[src/rtl/servo_pwm_bank.sv]
// Multi-channel servo/ESC pulse generator: tick prescaler, shared period counter, shadow/active widths
// committed at the period boundary with optional slew limit, and a write-watchdog forcing a safe width.
module servo_pwm_bank #(
  parameter int CHANNELS        = 4,
  parameter int WIDTH           = 8,
  parameter int CLK_DIV         = 47,
  parameter int MIN_TICKS       = 255,
  parameter int PERIOD_TICKS    = 5100,
  parameter int DEFAULT_WIDTH   = 127,
  parameter int SLEW_STEP       = 0,
  parameter int TIMEOUT_PERIODS = 50,
  localparam int CHW = (CHANNELS > 1) ? $clog2(CHANNELS) : 1
) (
  input  logic                clk_12MHz,
  input  logic                reset,
  input  logic                wr_en,
  input  logic [CHW-1:0]      wr_chan,
  input  logic [WIDTH-1:0]    wr_data,
  input  logic [CHANNELS-1:0] enable,
  output logic [CHANNELS-1:0] pwm,
  output logic                period_start,
  output logic                failsafe
);

  localparam int PW  = (CLK_DIV > 1) ? $clog2(CLK_DIV) : 1;
  localparam int CW  = $clog2(PERIOD_TICKS) + 1;
  localparam int WDW = (TIMEOUT_PERIODS > 0) ? $clog2(TIMEOUT_PERIODS + 1) : 1;

  localparam logic [PW-1:0]    PRESC_LAST = PW'(CLK_DIV - 1);
  localparam logic [CW-1:0]    COUNT_LAST = CW'(PERIOD_TICKS - 1);
  localparam logic [CW-1:0]    MIN_T      = CW'(MIN_TICKS);
  localparam logic [WIDTH-1:0] DEF_W      = WIDTH'(DEFAULT_WIDTH);
  localparam logic [WIDTH:0]   STEP_W     = (SLEW_STEP >= 2**WIDTH) ? (WIDTH+1)'(2**WIDTH)
                                                                    : (WIDTH+1)'(SLEW_STEP);
  localparam logic [WDW-1:0]   WD_MAX     = WDW'(TIMEOUT_PERIODS);
  localparam logic [WDW-1:0]   WD_LAST    = WDW'((TIMEOUT_PERIODS > 0) ? TIMEOUT_PERIODS - 1 : 0);

  logic [PW-1:0]    presc;
  logic [CW-1:0]    count;
  logic [WDW-1:0]   wd_cnt;
  logic [CHANNELS-1:0] en_lat;
  logic [WIDTH-1:0] target [CHANNELS];
  logic [WIDTH-1:0] active [CHANNELS];

  logic tick;
  logic boundary;
  logic fs_next;

  // One step of the active code toward the target; one extra bit keeps the difference from wrapping.
  function automatic logic [WIDTH-1:0] slew_step(input logic [WIDTH-1:0] cur,
                                                 input logic [WIDTH-1:0] tgt);
    logic [WIDTH:0]   c;
    logic [WIDTH:0]   t;
    logic [WIDTH-1:0] res;
    c   = {1'b0, cur};
    t   = {1'b0, tgt};
    res = tgt;
    if (STEP_W != '0) begin
      if (t > c) begin
        if ((t - c) > STEP_W) res = WIDTH'(c + STEP_W);
      end else begin
        if ((c - t) > STEP_W) res = WIDTH'(c - STEP_W);
      end
    end
    return res;
  endfunction

  always_comb begin
    tick     = (presc == PRESC_LAST);
    boundary = tick && (count == COUNT_LAST);
    fs_next  = failsafe;
    if (wr_en)
      fs_next = 1'b0;
    else if ((TIMEOUT_PERIODS > 0) && boundary && (wd_cnt == WD_LAST))
      fs_next = 1'b1;
  end

  always_ff @(posedge clk_12MHz) begin
    if (reset) begin
      presc        <= '0;
      count        <= '0;
      wd_cnt       <= '0;
      failsafe     <= 1'b0;
      period_start <= 1'b0;
      pwm          <= '0;
      en_lat       <= '0;
      for (int i = 0; i < CHANNELS; i++) begin
        target[i] <= DEF_W;
        active[i] <= DEF_W;
      end
      assert (PERIOD_TICKS > MIN_TICKS + 2**WIDTH - 1)
        else $error("servo_pwm_bank: PERIOD_TICKS too small for MIN_TICKS and WIDTH");
    end else begin
      presc <= tick ? '0 : presc + 1'b1;
      if (tick)
        count <= (count == COUNT_LAST) ? '0 : count + 1'b1;
      period_start <= boundary;
      failsafe     <= fs_next;

      // A write in the expiry cycle wins: the count restarts and failsafe stays low.
      if (wr_en)
        wd_cnt <= '0;
      else if ((TIMEOUT_PERIODS > 0) && boundary && (wd_cnt != WD_MAX))
        wd_cnt <= wd_cnt + 1'b1;

      if (boundary)
        en_lat <= enable;

      for (int i = 0; i < CHANNELS; i++) begin
        if (wr_en && (wr_chan == CHW'(i)))
          target[i] <= wr_data;
        if (boundary)
          active[i] <= fs_next ? DEF_W : slew_step(active[i], target[i]);
        pwm[i] <= en_lat[i] && (count < (MIN_T + CW'(active[i])));
      end
    end
  end

endmodule

[config.mk]
export PLATFORM = sky130hd
export DESIGN_NAME = servo_pwm_bank
export DESIGN_NICKNAME = d
export VERILOG_FILES = /design/src/rtl/servo_pwm_bank.sv
export SDC_FILE = /design/constraint.sdc
export NUM_CORES = 1
export LEC_CHECK = 0
export ABC_AREA = 0
export ABC_CLOCK_PERIOD_IN_PS = 2940
export CAP_MARGIN = 10
export CORE_AREA = 2 2 117 119
export CTS_CLUSTER_DIAMETER = 60
export DETAILED_ROUTE_END_ITERATION = 12
export DIE_AREA = 0 0 119 121
export GPL_ROUTABILITY_DRIVEN = 0
export PLACE_DENSITY_LB_ADDON = 0.12
export SLEW_MARGIN = 20
export SYNTH_ARGS = -nofsm -noshare
export SYNTH_HDL_FRONTEND = slang
export SYNTH_SLANG_ARGS = --single-unit
[constraint.sdc]
create_clock -name clk_12MHz -period 2.94 [get_ports clk_12MHz]
set_input_delay 0.441 -clock clk_12MHz [delete_from_list [all_inputs] [get_ports clk_12MHz]]
set_output_delay 0.441 -clock clk_12MHz [all_outputs]
set_load 0.05 [all_outputs]
=== Word-level counts from Yosys, hierarchy flattened ===
Memory sizes are Yosys's and may differ from the RTL's.
Cells that the tools add are included.

* Mux-type cells: 32
* Reductions and logical operators: 14
* Magnitude comparators: 4
* Equality and inequality tests: 7
* Bitwise operators: 8
* Add/subtract/negate cells: 7

{| class="wikitable"
|+ Operator list
! cell !! count
|-
| 8-bit two-way mux || 12
|-
| 14-bit by 9-bit less-than comparator with 1-bit output || 4
|-
| 8-bit by 8-bit adder with 9-bit output (first input constant) || 4
|-
| 1-bit two-way mux || 19
|-
| 14-bit by 1-bit adder with 14-bit output (second input constant) || 1
|-
| 14-bit by 13-bit equality test with 1-bit output (second input constant) || 1
|-
| 14-bit two-way mux || 1
|-
| 6-bit by 1-bit adder with 6-bit output (second input constant) || 2
|-
| 6-bit equality test (second input constant) || 2
|-
| 1-bit logical AND || 11
|-
| 1-bit bitwise OR || 8
|-
| 6-bit != test (second input constant) || 1
|-
| 2-bit equality test (second input constant) || 2
|-
| 2-bit OR reduction || 2
|-
| 2-bit by 1-bit equality test with 1-bit output (second input constant) || 1
|-
| 2-bit zero test || 1
|}

* Register bits after elaboration: 36
* RAM bits: 64
* Memories: 2

{| class="wikitable"
|+ Memory list
! memory !! depth !! bits a word !! read ports !! clocked after Yosys merged registers in !! wr ports !! RTL line !! source
|-
| active || 4 || 8 || 4 || 0 || 4 || 43 || <nowiki>logic [WIDTH-1:0] active [CHANNELS];</nowiki>
|-
| target || 4 || 8 || 4 || 0 || 4 || 42 || <nowiki>logic [WIDTH-1:0] target [CHANNELS];</nowiki>
|}

=== Longest topological paths before layout ===
* Depth after elaboration: 7
* Gate-level depth with buffers: 10
* Mapped depth without buffers: 10

=== Worst setup path before layout ===
Ideal clock, no wire load.

* Kind: reg2reg
* Start point: register count[1]
* End point: memory active[0][0], enable pin
* Period minus slack after synthesis: 2.491 ns
* Cell stages (with the launch flop): 6
* Path slack: 0.449 ns
* Arrival time: 2.114 ns
* Setup time: 0.377 ns
* Data required time: 2.563 ns
* Buffers on the path: 1
* Cell sequence: dfxtp_1 > ha_1 > nand4b_1 > or4_4 > o21ai_1 > buf_2

{| class="wikitable"
|+ RTL lines
! what !! RTL line !! source
|-
| start, declared || 39 || <nowiki>logic [CW-1:0] count;</nowiki>
|-
| start signal, assigned || 96 || <nowiki>count <= (count == COUNT_LAST) ? '0 : count + 1'b1;</nowiki>
|-
| end, declared || 43 ||
|}

==> metrics.txt <==
vias per cell 5.11; first-pass GRT wire length 18,200 um; ANT cells 0; Routed WL 10,800 um; Initial Util 0.396; pins over their slew limit 0; vias in the first global route 3,531; Crit path arrival time 2.65 ns; Setup CP Type flip-flop to flip-flop; maximum vdd drop 0.286 mV; Worst-path clk slew 0.06 ns; Setup Skew 0.00897 ns; CTS root buf clkbuf_16; post-synth cell types 41; Synth Instances 485; drt initial violations 198; clk_lat worst skew 0.35 ns; Power Density 468 mW/mm^2; initial antenna violation count 0; CTS tree yes; Synth Cell Area 0.00519 mm^2; max_slew headroom 0.526; Die X 119 um; Max-Cap Viols 0; FMAX 415 MHz; I/O pin count 23; standard-cell row count 42; status complete, no violations; # resized after CTS 0; Req. time, crit path 3.18 ns; drt first pass iters 4; GRT Resource Usage Total 0.164; Tmin final 2.41 ns; setup TNS 0 ns; drt drc 0; dpl hpwl 8120 um; sequential fraction of the synthesis area 0.509; final hold violation count 0; total die area 0.0144 mm^2; Post-CTS Setup Bufs 0; final period utilization 0.820; Die Y 121 um; YS warnings 0; post-layout power 2.82 mW; Startpoint Class flip-flop; crit end category flip-flop; Worst Tran Pin Value 0.705 ns; unrepaired setup endpoints after global routing no; post-DR wirelength/cell 15.4 um; Area Growth Syn to Fin 16.2%; layout cells sized above 1 0.146; CTS Hold Bufs 0; synthesis-stage register bit count 100; core area 0.0131 mm^2; grt ovf 0; CP max FO 3; via count 3,584; register-to-register setup slack 0.53 ns; H-tree levels 3; CTS buffer count 9; worst min path class flip-flop to flip-flop; Finish-stage setup viols 0; Mean Syn Cell Area 10.7 um^2; LEAKAGE 2.12 nW; largest net degree at the start of global routing 45; Final ANT Viol Nets 0; Synth Net Count 544; Layout Nets 581; CTS Sinks 100; clk buf depth 2; Buffers on Ports 22
-- through the flow --
stage	setup WS (ns)	hold WS, ns	cell area (um^2)	std cells	utilization
after floorplan	0.449	0.447	5190	485	-
after global placement	0.562	0.459	5740	687	0.439
after detailed placement	0.494	0.475	5740	687	0.439
after CTS	0.513	0.486	6030	702	0.461
after global routing	0.320	0.499	6030	702	0.461
final	0.530	0.489	6030	702	0.461
-- sequential cells by signal (all words and copies together) (netlist names) --
name          count
active           32
target           32
count            14
presc             6
wd_cnt            6
en_lat            4
pwm               4
failsafe          1
period_start      1
-- worst max-delay path, cell delays in order (launching register included) --
cell and delay [ns]:
edfxtp_1 0.42, or4_1 0.58, nor4_1 0.26, xnor2_1 0.11, ha_1 0.29, a21oi_1 0.06, or3b_2 0.43, nand4b_1 0.11
a21oi_1 0.05
-- report_power, final --
part | total, mW | switching, mW | internal (mW)
registers | 1.54 | 0.0137 | 1.53
clock network | 1.17 | 0.514 | 0.655
logic | 0.107 | 0.0627 | 0.0446
total | 2.82 | 0.590 | 2.23
-- cell families (layout without fill, tap and decap cells) --
family	count (synthesis)	after routing	share of synthesized area
and+or+nand+nor	203	203	0.222
DFF	100	100	0.509
AOI/OAI and AO/OA	59	59	0.0697
adders and majority gates	42	42	0.101
buffers and inverters	41	82	0.0301
xor gates and xnor gates	40	40	0.0675
-- synthesized netlist by cell type, drive strengths merged --
cell / number / area share
clkbuf: 11 / 0.0080
o2111ai: 5 / 0.0084
nand4b: 4 / 0.0068
a31o: 2 / 0.0034
nand2b: 25 / 0.030
a211o: 3 / 0.0051
and2: 1 / 0.0012
buf: 3 / 0.0027
or4: 8 / 0.012
a21oi: 22 / 0.021
nand3: 15 / 0.014
nand4: 6 / 0.0072
o21ai: 16 / 0.015
and4b: 3 / 0.0058
nor3b: 2 / 0.0029
nor4: 19 / 0.023
a21o: 4 / 0.0058
edfxtp: 64 / 0.37
a31oi: 1 / 0.0012
dfxtp: 36 / 0.14
nor4b: 3 / 0.0051
nor3: 19 / 0.018
a41oi: 1 / 0.0017
and4: 1 / 0.0017
ha: 42 / 0.10
nand2: 18 / 0.013
or3b: 2 / 0.0034
a311oi: 1 / 0.0017
xnor2: 33 / 0.056
inv: 27 / 0.020
a211oi: 1 / 0.0014
xor2: 7 / 0.012
or3: 3 / 0.0036
nor2: 36 / 0.026
and4bb: 1 / 0.0024
and3: 1 / 0.0012
or2: 36 / 0.043
o31ai: 3 / 0.0043
-- placed cells by master, fill, tap and decap left out, types with 9 or more instances in the layout --
master	netlist	final
edfxtp_1	64	64
ha_1	42	42
nor2_1	36	36
or2_2	36	36
dfxtp_1	36	36
xnor2_1	33	33
inv_1	27	27
nand2b_1	25	25
a21oi_1	22	22
clkdlybuf4s50_1	0	22
nor3_1	19	19
nor4_1	19	18
nand2_1	18	18
buf_4	0	17
o21ai_0	15	15
nand3_1	15	15
clkbuf_16	0	9
-- routing by layer --
layer  share of wire  track usage  wire [um]
met2            0.47        0.274       5100
met5               0            0          0
met1            0.48        0.214       5230
met4           0.015       0.0603        162
met3           0.029       0.0277        315
-- path summary, 6_finish.rpt --
| check | startpoint | to | depth (start not counted) |
|---|---|---|---|
| setup / recovery | active[0][4]$_SDFFCE_PP1P_ | pwm[0]$_SDFF_PP0_ | 8 |
| hold reg to reg | presc[0]$_SDFF_PP0_ | presc[0]$_SDFF_PP0_ | 1 |
| hold / removal | presc[0]$_SDFF_PP0_ | presc[0]$_SDFF_PP0_ | 1 |
| setup reg to reg | active[0][4]$_SDFFCE_PP1P_ | pwm[0]$_SDFF_PP0_ | 8 |
-- layout make-up --
class                   instances  area [um^2]
inverters                      27          101
flip-flops and latches        100         2640
clock inverters                 6         65.1
repair buffers                 40          368
multi-input cells             344         2410
well taps                     176          220
clock buffers                   9          225
fillers                      1255         7060
(Power assumes the default switching activity.)
